===== src/rtl/parity_pkg.sv =====
// Shared definitions for the even-parity generator and the parity frame
// transmitter: frame geometry, FSM state encoding and the parity reduction.
package parity_pkg;

    localparam int NIBBLE_W   = 4;
    localparam int FRAME_BITS = 7;  // start + 4 data + parity + stop

    typedef enum logic [2:0] {
        IDLE,
        START,
        DATA,
        PARITY,
        STOP
    } state_t;

    // Even parity of a nibble: 1 when the nibble holds an odd number of ones,
    // so that nibble plus parity bit always carries an even count.
    function automatic logic even_parity(input logic [NIBBLE_W-1:0] nibble);
        return ^nibble;
    endfunction

endpackage


===== src/rtl/parity_frame_tx_if.sv =====
// Handshake and serial-line bundle of the parity frame transmitter.
// master = upstream producer / line observer, slave = the transmitter.
interface parity_frame_tx_if;

    logic                              in_valid;
    logic                              in_ready;
    logic [parity_pkg::NIBBLE_W-1:0]   data_in;
    logic                              parity_in;
    logic                              tx_out;
    logic                              busy;
    logic                              done;
    logic                              parity_err;

    modport master (
        output in_valid, data_in, parity_in,
        input  in_ready, tx_out, busy, done, parity_err
    );

    modport slave (
        input  in_valid, data_in, parity_in,
        output in_ready, tx_out, busy, done, parity_err
    );

endinterface


===== src/rtl/parity_frame_tx_bit_timer.sv =====
// Per-bit cycle counter. Counts 0..CLKS_PER_BIT-1, wraps on tick, and is held
// at 0 while clear is high. tick_next announces that the following cycle is
// the last one of a bit, which lets registered outputs line up with tick.
module bit_timer #(
    parameter int CLKS_PER_BIT = 4
) (
    input  logic clk,
    input  logic rst,
    input  logic clear,
    output logic tick,
    output logic tick_next
);

    localparam int               CNT_W = (CLKS_PER_BIT > 1) ? $clog2(CLKS_PER_BIT) : 1;
    localparam logic [CNT_W-1:0] LAST  = CNT_W'(CLKS_PER_BIT - 1);

    logic [CNT_W-1:0] r_cnt;
    logic [CNT_W-1:0] w_cnt_next;

    assign tick      = (r_cnt == LAST);
    assign tick_next = (w_cnt_next == LAST);

    // Next count: restart on clear or at the end of a bit, else increment.
    always_comb begin
        w_cnt_next = r_cnt + CNT_W'(1);
        if (clear || tick) begin
            w_cnt_next = '0;
        end
    end

    // Counter register with synchronous reset.
    always_ff @(posedge clk) begin
        if (rst) begin
            r_cnt <= '0;
        end else begin
            r_cnt <= w_cnt_next;
        end
    end

endmodule


===== src/rtl/parity_frame_tx.sv =====
// Serializes a nibble and its even-parity bit as start, d0..d3, parity, stop.
// All line-side outputs are registered; they are computed from the next
// state so that accepting on edge N drives the start bit from edge N.
module parity_frame_tx
    import parity_pkg::*;
#(
    parameter int CLKS_PER_BIT = 4
) (
    input  logic               clk,
    input  logic               rst,
    parity_frame_tx_if.slave   bus
);

    localparam int SHIFT_W = NIBBLE_W + 1;

    state_t               r_state;
    logic [SHIFT_W-1:0]   r_shift;
    logic [1:0]           r_idx;
    logic                 r_tx;
    logic                 r_busy;
    logic                 r_done;
    logic                 r_perr;

    state_t               w_state_next;
    logic [SHIFT_W-1:0]   w_shift_next;
    logic [1:0]           w_idx_next;
    logic                 w_tx_next;
    logic                 w_busy_next;
    logic                 w_done_next;
    logic                 w_perr_next;
    logic                 w_accept;
    logic                 w_clear;
    logic                 w_tick;
    logic                 w_tick_next;

    // The timer idles at zero so the first START cycle is count 0.
    assign w_clear  = (r_state == IDLE);
    assign w_accept = bus.in_valid && (r_state == IDLE);

    bit_timer #(
        .CLKS_PER_BIT (CLKS_PER_BIT)
    ) u_bit_timer (
        .clk       (clk),
        .rst       (rst),
        .clear     (w_clear),
        .tick      (w_tick),
        .tick_next (w_tick_next)
    );

    // Next-state logic plus the registered outputs derived from that next state.
    always_comb begin
        // NOTE: every signal gets a default first so no path leaves it unassigned,
        // which would otherwise infer a latch.
        w_state_next = r_state;
        w_shift_next = r_shift;
        w_idx_next   = r_idx;
        w_perr_next  = 1'b0;

        unique case (r_state)
            IDLE: begin
                if (w_accept) begin
                    w_state_next = START;
                    w_shift_next = {bus.parity_in, bus.data_in};
                    w_idx_next   = 2'd0;
                    w_perr_next  = (bus.parity_in != even_parity(bus.data_in));
                end
            end
            START: begin
                if (w_tick) begin
                    w_state_next = DATA;
                end
            end
            DATA: begin
                if (w_tick) begin
                    // The fourth shift leaves the parity bit in shift[0].
                    w_shift_next = {1'b0, r_shift[SHIFT_W-1:1]};
                    w_idx_next   = r_idx + 2'd1;
                    if (r_idx == 2'd3) begin
                        w_state_next = PARITY;
                    end
                end
            end
            PARITY: begin
                if (w_tick) begin
                    w_state_next = STOP;
                end
            end
            STOP: begin
                if (w_tick) begin
                    w_state_next = IDLE;
                end
            end
            default: begin
                w_state_next = IDLE;
            end
        endcase

        w_tx_next = 1'b1;
        unique case (w_state_next)
            START:       w_tx_next = 1'b0;
            DATA,
            PARITY:      w_tx_next = w_shift_next[0];
            default:     w_tx_next = 1'b1;
        endcase

        w_busy_next = (w_state_next != IDLE);
        // High during the final STOP cycle, i.e. the cycle in which tick fires.
        w_done_next = (w_state_next == STOP) && w_tick_next;
    end

    // State and output registers; reset wins over any acceptance.
    always_ff @(posedge clk) begin
        if (rst) begin
            r_state <= IDLE;
            r_shift <= '0;
            r_idx   <= 2'd0;
            r_tx    <= 1'b1;
            r_busy  <= 1'b0;
            r_done  <= 1'b0;
            r_perr  <= 1'b0;
        end else begin
            // NOTE: non-blocking assignments so every register samples the
            // values from before this edge, independent of statement order.
            r_state <= w_state_next;
            r_shift <= w_shift_next;
            r_idx   <= w_idx_next;
            r_tx    <= w_tx_next;
            r_busy  <= w_busy_next;
            r_done  <= w_done_next;
            r_perr  <= w_perr_next;
        end
    end

    assign bus.in_ready   = (r_state == IDLE);
    assign bus.tx_out     = r_tx;
    assign bus.busy       = r_busy;
    assign bus.done       = r_done;
    assign bus.parity_err = r_perr;

endmodule


===== src/flat_wrapper.sv =====
// flat-port wrapper written by rule: the top's interface ports become plain ports
module parity_frame_tx_flat import parity_pkg::*;
#(
    parameter int CLKS_PER_BIT = 4
)
  (clk, rst, bus_in_valid, bus_data_in, bus_parity_in, bus_in_ready, bus_tx_out, bus_busy, bus_done, bus_parity_err);
  parity_frame_tx_if bus_i ();
  input  logic clk;
  input  logic rst;
  input wire logic [$bits(bus_i.in_valid)-1:0] bus_in_valid;
  input wire logic [$bits(bus_i.data_in)-1:0] bus_data_in;
  input wire logic [$bits(bus_i.parity_in)-1:0] bus_parity_in;
  output wire logic [$bits(bus_i.in_ready)-1:0] bus_in_ready;
  output wire logic [$bits(bus_i.tx_out)-1:0] bus_tx_out;
  output wire logic [$bits(bus_i.busy)-1:0] bus_busy;
  output wire logic [$bits(bus_i.done)-1:0] bus_done;
  output wire logic [$bits(bus_i.parity_err)-1:0] bus_parity_err;
  assign bus_i.in_valid = bus_in_valid;
  assign bus_i.data_in = bus_data_in;
  assign bus_i.parity_in = bus_parity_in;
  assign bus_in_ready = bus_i.in_ready;
  assign bus_tx_out = bus_i.tx_out;
  assign bus_busy = bus_i.busy;
  assign bus_done = bus_i.done;
  assign bus_parity_err = bus_i.parity_err;
  parity_frame_tx #(.CLKS_PER_BIT(CLKS_PER_BIT)) u_core (.clk(clk), .rst(rst), .bus(bus_i));
endmodule

===== config.mk =====
export PLATFORM = sky130hd
export DESIGN_NAME = parity_frame_tx_flat
export DESIGN_NICKNAME = d
export VERILOG_FILES = /design/src/rtl/parity_pkg.sv /design/src/rtl/parity_frame_tx_if.sv /design/src/rtl/parity_frame_tx_bit_timer.sv /design/src/rtl/parity_frame_tx.sv /design/src/flat_wrapper.sv
export SDC_FILE = /design/constraint.sdc
export NUM_CORES = 1
export LEC_CHECK = 0
export ABC_AREA = 1
export CAP_MARGIN = 20
export CORE_MARGIN = 2
export CORE_UTILIZATION = 35
export CTS_BUF_LIST = sky130_fd_sc_hd__clkbuf_8
export DETAILED_ROUTE_END_ITERATION = 10
export PLACE_DENSITY_LB_ADDON = 0.12
export RECOVER_POWER = 100
export SLEW_MARGIN = 20
export SYNTH_ARGS = -nofsm -noshare
export SYNTH_HDL_FRONTEND = slang
export SYNTH_SLANG_ARGS = --single-unit

===== constraint.sdc =====
create_clock -name clk -period 1.48 [get_ports clk]
set_input_delay 0.296 -clock clk [delete_from_list [all_inputs] [get_ports clk]]
set_output_delay 0.296 -clock clk [all_outputs]
set_load 0.03 [all_outputs]

==> results_dict.tcl, run 1 <==
set metrics [dict create \
    clkTransAtPathRegs_ns 0.06 \
    num_vias 744 \
    comb_power_share_pct 15.6 \
    status "finished, final reports clean" \
    cp-end-kind "primary output" \
    n_fill_cell 230 \
    h-tree-depth 1 \
    ys_ff_latch 16 \
    hold_buffers 0 \
    path_cells "nor2_4 > nand2_1 > inv_2 > buf_4" \
    slew_violations 0 \
    drive_above_1_share_pct 15.5 \
    final_util_pct 46.7 \
    crit_path_max_fanout 7 \
    synth-compound-area-share_pct 4.27 \
    synth_flop_cell "dfxtp_1" \
    synth_top_area_share_pct 39.1 \
    tightest_slew_ns 0.405 \
    critPathTopFamily "flip-flops" \
    std_cell_rows 17 \
    synth_commonest_cells "28 x nand2_1, 16 x dfxtp_1, 13 x nor2_1, 12 x nand3_1, 9 x inv_1" \
    place_ws_ns 0.0370 \
    switching_share_pct 24.8 \
    vias_per_cell 4.74 \
    setup_slack_ns 0.0578 \
    routed_wl_mm 1.65 \
    p_int_w 0.000756 \
    met1_usage_pct 17.3 \
    clock_latency_ns 0.25 \
    yosys.area_share.simple_pct 43.7 \
    track_usage_pct 14.8 \
    design_area_mm2 0.00103 \
    crit_type "reg2out" \
    die_w_um 52.4 \
    initialDrtViolationCount 17 \
    grt_pass1_wl_mm 2.94 \
    grt_max_degree 10 \
    fin_skew_ns 0.00339 \
    io-pin-count 13 \
    synth_warnings 0 \
    p_seq_share_pct 46.3 \
    die_area_mm2 0.00274 \
    drc 0 \
    cp_num_buf_inv 2 \
    synth_cells 110 \
    switching_power_w 0.000250 \
    syn-num-nets 121 \
    area_delta_synth_final_pct 26.0 \
    avgSynthCellArea_um2 7.45 \
    synth_top_area_cell "dfxtp_1" \
    tritoncts "yes" \
    worstHoldPathType "reg2reg" \
    io_buffers 12 \
    leakage_nw 0.500 \
    n_antenna_cell 0 \
    synth.most_common_cell "nand2_1" \
    nets 141 \
    cp.arrival_ns 1.13 \
    setup_violations 0 \
    grt-busiest-layer "met2" \
    p_clk_share_pct 38.1 \
    use_met2_pct 24.2 \
    fin_crit_ns 1.42 \
    dp_hpwl_mm 1.23 \
    maxCapViolCount 0 \
    synthTopCellsByArea "dfxtp_1 39%, nand2_1 13%, nand3_1 7.3%" \
    async_reset_ff_share_pct 0 \
    grt_pass1_vias 719 \
    peakVddDrop_mv 0.618 \
    detail_route.wl_per_cell_um 10.5 \
    crit_path_start_kind "flip-flop" \
    synth-adder-area-share_pct 4.58 \
    hold_viol 0 \
    synth.area.mux_share_pct 0 \
    start_util_pct 37.0 \
    slew_headroom_pct 72.9 \
    clock_sinks 16 \
    finalWeightedCongestion 0.769 \
    core_area_mm2 0.00221 \
    ys_types 23 \
    antenna_found_initial 0 \
    synth_edf_count 0 \
    drt_first_pass_iters 4 \
    ant_nets 0 \
    grt_use_met3_pct 5.14 \
    worst_path_max_delay_cell "dfxtp_1" \
    seq_area_frac_synth_pct 39.1 \
    synth_top_family_by_area "simple AND/OR/NAND/NOR gates" \
    place_area_um2 992 \
    cts_buffers 3 \
    power.total_w 0.00101 \
    clockRootBuffer "clkbuf_8" \
    slowest_delay_ns 0.39 \
    clockBufferDepth 2 \
    grt-ovfl-total 0 \
    power-per-cell-area_mw_per_mm2 974 \
    synth_area_um2 820 \
    synthXorXnorAreaFrac_pct 1.07 \
    required_ns 1.18 \
    fin_setup_tns_ns 0 \
    fmax_mhz 703 \
    final.period_utilization_pct 96.1 \
    fp.dieH_um 52.4 \
]
placed cells by master (no fill, tap or decap), drive strengths merged:
master and n:
nand3b 3, dlygate4sd2 4, inv 12, nand4 1, or2 1, ha 3, nor2 16, buf 5
and2 1, clkbuf 5, nand2 31, clkdlybuf4s50 6, a21oi 4, o21ai 3, nor3b 1, dlygate4sd3 1
nand3 15, xor2 1, dfxtp 16
path summary, 6_finish.rpt:
check,slack [ns],from,depth (start not counted),end
setup / recovery,0.06,u_core.r_state[0],4,bus_in_ready
hold / removal,0.48,u_core.r_idx[1],2,u_core.r_idx[1]
setup reg to reg,0.19,u_core.r_state[0],7,u_core.r_idx[1]
hold reg to reg,0.48,u_core.r_idx[1],2,u_core.r_idx[1]
worst reg2reg max path, stage by stage, from the launching register on:
cell and delay (ns):
dfxtp_1 0.49, nor2_4 0.08, buf_4 0.14, nand3_2 0.08, nand2_4 0.08, inv_1 0.15, nand2_1 0.07, a21oi_1 0.13
layer usage:
| layer | part of all wire, % | vias up | wire length (µm) |
|---|---|---|---|
| li1 | - | 385 | - |
| met2 | 49 | 12 | 814 |
| met5 | 0 | - | 0 |
| met3 | 3.5 | 4 | 57 |
| met4 | 1.2 | 0 | 20 |
| met1 | 46 | 343 | 760 |
sequential cells by signal, indices dropped and copies added, names as in the netlist:
register,cells
u_core.bus.parity_err,1
u_core.r_idx,2
u_core.r_state,3
u_core.r_shift,5
u_core.u_bit_timer.r_cnt,2
u_core.bus.done,1
u_core.bus.tx_out,1
u_core.bus.busy,1
per-stage QoR:
step	hold slack, ns	cells
6_report	0.479	157
5_1_grt	0.525	157
4_1_cts	0.478	156
3_5_place_dp	0.469	152
3_3_place_gp	0.453	152
2_1_floorplan	0.365	110
power by group through the flow:
| stage | Combinational [W] | Sequential [W] | Clock, W |
|---|---|---|---|
| floorplan | 0.0000880 | 0.000486 | 0 |
| global route | 0.000179 | 0.000467 | 0.000419 |
| finish | 0.000157 | 0.000465 | 0.000383 |
| detailed placement | 0.000163 | 0.000475 | 0 |
| global placement | 0.000162 | 0.000475 | 0 |
| CTS | 0.000159 | 0.000465 | 0.000396 |
layout make-up:
class / count / area, µm² / area share (%)
flip-flops and latches: 16 / 322 / 31.2
repair buffers: 17 / 146 / 14.2
well taps: 28 / 35.0 / 3.39
multi-input cells: 80 / 427 / 41.3
clock buffers: 4 / 55.1 / 5.33
inverters: 12 / 47.5 / 4.61
timing repair:
item	4_1_cts	5_1_grt
gates resized for setup	5	0
endpoints found under the setup margin	5	1
setup buffers	0	1
hold endpoints to repair	0	0
pin swaps	0	1
cell families (layout without fill, tap and decap cells):
family | after synthesis | count (layout)
AND/OR/NAND/NOR | 69 | 69
flip-flops | 16 | 16
buffers and inverters | 14 | 33
AO/OA/AOI/OAI | 7 | 7
adder cells (fa/ha/maj) | 3 | 3
XOR/XNOR | 1 | 1
Power figures use the tool's default switching activity.
==> run 2: changes to the inputs <==
- CORE_MARGIN: 2 -> default
==> results_dict.tcl, run 2 (synthesis gave the netlist of run 1 again) <==
set metrics [dict create \
    regMostFlops "u_core.r_shift" \
    grt_max_degree 10 \
    antenna_found_initial 0 \
    start_util_pct 37.0 \
    vias_per_cell 4.61 \
    setup_slack_ns 0.0902 \
    dp_hpwl_mm 1.21 \
    track_usage_pct 14.6 \
    ant_nets 0 \
    final_common_cell "nand2_1" \
    ff2ff_setup_slack_ns 0.17 \
    layout.cells.non_filler 157 \
    n_antenna_cell 0 \
    clock_sinks 16 \
    worst_path_max_delay_cell "dfxtp_1" \
    num_vias 723 \
    clock_latency_ns 0.25 \
    crit_path_max_fanout 7 \
    maxCapViolCount 0 \
    cp-end-kind "primary output" \
    crit_type "reg2out" \
    final_util_pct 46.2 \
    clockRootBuffer "clkbuf_8" \
    die_area_mm2 0.00254 \
    final.period_utilization_pct 93.9 \
    grt-ovfl-total 0 \
    drt_first_pass_iters 4 \
    io-pin-count 13 \
    grt_setup_unrepaired "false" \
    power.total_w 0.00100 \
    tritoncts "yes" \
    cts_buffers 3 \
    h-tree-depth 1 \
    clockBufferDepth 2 \
    die_w_um 50.4 \
    cp.arrival_ns 1.09 \
    slew_violations 0 \
    largestRegisters "u_core.r_shift: 5 flops, u_core.r_state: 3 flops" \
    fin_crit_ns 1.39 \
    worstHoldPathType "reg2reg" \
    finalWeightedCongestion 0.775 \
    hold_viol 0 \
    cp_num_buf_inv 2 \
    slowest_delay_ns 0.38 \
    detail_route.wl_per_cell_um 10.1 \
    fin_setup_tns_ns 0 \
    routed_wl_mm 1.58 \
    core_area_mm2 0.00221 \
    power-per-cell-area_mw_per_mm2 983 \
    peakVddDrop_mv 0.687 \
    path_cells "nor2_4 > nand2_1 > inv_2 > clkbuf_4" \
    status "finished, final reports clean" \
    final_cell_mix "29 x nand2_1, 15 x nor2_1, 15 x dfxtp_1" \
    drc 0 \
    grt_pass1_wl_mm 2.66 \
    clkTransAtPathRegs_ns 0.06 \
    slew_headroom_pct 73.2 \
    critPathTopFamily "flip-flops" \
    fp.dieH_um 50.4 \
    setup_violations 0 \
    fin_skew_ns 0.00375 \
    initialDrtViolationCount 6 \
    crit_path_start_kind "flip-flop" \
    io_buffers 12 \
    fmax_mhz 720 \
    place_ws_ns 0.0416 \
    tightest_slew_ns 0.400 \
    required_ns 1.18 \
    leakage_nw 0.501 \
    std_cell_rows 17 \
    hold_buffers 0 \
    largest_register_ffs 5 \
    grt_pass1_vias 659 \
    place_inst 152 \
    area_delta_synth_final_pct 24.6 \
    nets 141 \
    drive_above_1_share_pct 14.7 \
]
-- run 2: final timing paths --
path / cells past startpoint / from / end
min: 2 / u_core.r_idx[1] / u_core.r_idx[1]
max: 4 / u_core.r_state[0] / bus_in_ready
min reg2reg: 2 / u_core.r_idx[1] / u_core.r_idx[1]
max reg2reg: 5 / u_core.u_bit_timer.r_cnt[0] / u_core.bus.done
-- run 2: final cells by class --
| cell class | instances | area (µm²) |
|---|---|---|
| Fill cell | 244 | 1190 |
| Clock buffer | 4 | 55.1 |
| Sequential cell | 16 | 322 |
| Multi-Input combinational cell | 80 | 417 |
| Inverter | 12 | 50.0 |
| Tap cell | 28 | 35.0 |
| Timing Repair Buffer | 17 | 143 |
-- run 2: worst min-delay path: stages, from the launching register on --
cell	delay, ns
dfxtp_1	0.31
nand2_1	0.06
a21oi_1	0.05
-- run 2: repair_timing --
item	4_1_cts	5_1_grt
setup buffers	0	1
endpoints found under the setup margin	4	1
gates resized for setup	4	1
pin swaps	0	1
-- run 2: per-layer routing --
| layer | GRT usage, % | routed length, µm | part of all wire (%) |
|---|---|---|---|
| met1 | 16.2 | 748 | 47 |
| met4 | 6.94 | 9 | 0.57 |
| met5 | 0 | 0 | 0 |
| met3 | 5.45 | 52 | 3.3 |
| met2 | 24.2 | 771 | 49 |
-- run 2: power breakdown --
| part | switching [W] | leakage (nW) | internal [W] |
|---|---|---|---|
| Combinational | 0.0000880 | 0.340 | 0.0000649 |
| Clock | 0.000150 | 0.0288 | 0.000236 |
| Sequential | 0.0000124 | 0.132 | 0.000452 |
| Total | 0.000251 | 0.501 | 0.000753 |
-- run 2: metrics by stage --
step           hold WS [ns]  instance area, µm²
2_1_floorplan         0.365                 820
4_1_cts               0.472                1040
3_3_place_gp          0.453                 992
6_report              0.467                1020
5_1_grt               0.493                1020
3_5_place_dp          0.463                 992
==> run 3: changes to the inputs <==
- SKIP_CTS_REPAIR_TIMING: default -> 1
- SLEW_MARGIN: 20 -> default
==> results_dict.tcl, run 3 (synthesis gave the netlist of run 1 again) <==
set metrics [dict create \
    n_fill_cell 250 \
    n_antenna_cell 0 \
    final_common_cell "nand2_1" \
    nets 141 \
    drt_first_pass_iters 4 \
    drc 0 \
    multi_input_area_um2 417 \
    clkTransAtPathRegs_ns 0.06 \
    crit_path_max_fanout 7 \
    routed_wl_mm 1.57 \
    cts_buffers 3 \
    clock_latency_ns 0.25 \
    crit_path_start_kind "flip-flop" \
    largest_register_ffs 5 \
    fin_crit_ns 1.39 \
    ant_nets 0 \
    setup_violations 0 \
    clockRootBuffer "clkbuf_8" \
    status "finished, final reports clean" \
    hold_ws_ns 0.467 \
    grt_pass1_wl_mm 2.65 \
    setup_slack_ns 0.0902 \
    reg2reg_depth 5 \
    track_usage_pct 14.5 \
    power-per-cell-area_mw_per_mm2 999 \
    tightest_slew_ns 0.400 \
    slew_violations 0 \
    regArea_um2 322 \
    initialDrtViolationCount 6 \
    grt_setup_unrepaired "false" \
    leakage_nw 0.479 \
    cp-end-kind "primary output" \
    die_area_mm2 0.00254 \
    num_vias 726 \
    clock_sinks 16 \
    io_buffers 12 \
    fp.dieH_um 50.4 \
    h-tree-depth 1 \
    holdPathStages 2 \
    detail_route.wl_per_cell_um 10.0 \
    required_ns 1.18 \
    crit_type "reg2out" \
    antenna_found_initial 0 \
    cp.arrival_ns 1.09 \
    final.period_utilization_pct 93.9 \
    dp_hpwl_mm 1.21 \
    ff2ff_setup_slack_ns 0.17 \
    start_util_pct 37.0 \
    hp-start "u_core.r_idx[1]" \
    slew_headroom_pct 73.2 \
    timing.rr.end "u_core.bus.done" \
    tritoncts "yes" \
    area_delta_synth_final_pct 22.1 \
    final_util_pct 45.2 \
    grt_pass1_vias 652 \
    clockBufferDepth 2 \
    r2r-start "u_core.u_bit_timer.r_cnt[0]" \
    drive_above_1_share_pct 14.7 \
    path_cells "nor2_4 > nand2_1 > inv_2 > clkbuf_4" \
    final_cell_mix "29 x nand2_1, 15 x nor2_1, 15 x dfxtp_1" \
    slowest_delay_ns 0.38 \
    hold_path_end "u_core.r_idx[1]" \
    regMostFlops "u_core.r_shift" \
    peakVddDrop_mv 0.686 \
    grt_max_degree 10 \
    worstHoldPathType "reg2reg" \
    std_cell_rows 17 \
    die_w_um 50.4 \
    vias_per_cell 4.62 \
    worst_path_max_delay_cell "dfxtp_1" \
    place_ws_ns 0.0416 \
    fmax_mhz 720 \
    largestRegisters "u_core.r_shift: 5 flops, u_core.r_state: 3 flops" \
    io-pin-count 13 \
    hold_viol 0 \
    fin_skew_ns 0.00377 \
    finalWeightedCongestion 0.775 \
    grt-ovfl-total 0 \
    core_area_mm2 0.00221 \
    maxCapViolCount 0 \
]
run 3: cell types whose count changed in the layout (fill, tap and decap cells not counted):
cell           before  now
clkbuf_1            2    6
dlygate4sd2_1       4    0
run 3: how the worst max path moves through the flow:
stage,startpoint,to,slack [ns],cells after the start
floorplan,u_core.u_bit_timer.r_cnt[0],u_core.bus.tx_out,0.28,8
global placement,bus_data_in[0],u_core.bus.parity_err,0.07,8
detailed placement,bus_data_in[0],u_core.bus.parity_err,0.04,8
CTS,u_core.bus.parity_err,bus_parity_err,-0.07,1
global route,u_core.r_state[0],bus_in_ready,0.02,4
finish,u_core.r_state[0],bus_in_ready,0.09,4
run 3: cell type report:
| type | count | area share, % |
|---|---|---|
| Inverter | 12 | 5.00 |
| Multi-Input combinational cell | 80 | 41.6 |
| Tap cell | 28 | 3.50 |
| Clock buffer | 4 | 5.50 |
| Sequential cell | 16 | 32.1 |
| Timing Repair Buffer | 17 | 12.3 |
run 3: per-stage QoR:
stage / power (W) / instance area [µm²] / cells / setup TNS (ns)
after floorplan: 0.000574 / 820 / 110 / 0
after global placement: 0.000637 / 992 / 152 / 0
after detailed placement: 0.000639 / 992 / 152 / 0
after CTS: 0.00103 / 1050 / 156 / -0.185
after global routing: 0.00106 / 1000 / 157 / 0
final: 0.00100 / 1000 / 157 / 0
run 3: metal layers:
layer	wire (µm)	GRT usage (%)	part of all wire, %
met3	52	5.45	3.3
met2	773	24.0	49
met5	0	0	0
met1	739	16.2	47
met4	9	6.94	0.57
run 3: worst max-delay path: cells and delay by family (launching register included):
kind          cells  cell delay (ns)
buf+inv           2             0.24
flops             1             0.38
simple gates      2             0.23
run 3: power by group:
part           switching (W)  internal (W)
Clock               0.000150      0.000236
Combinational      0.0000878     0.0000614
Sequential         0.0000125      0.000452
Total               0.000251      0.000750
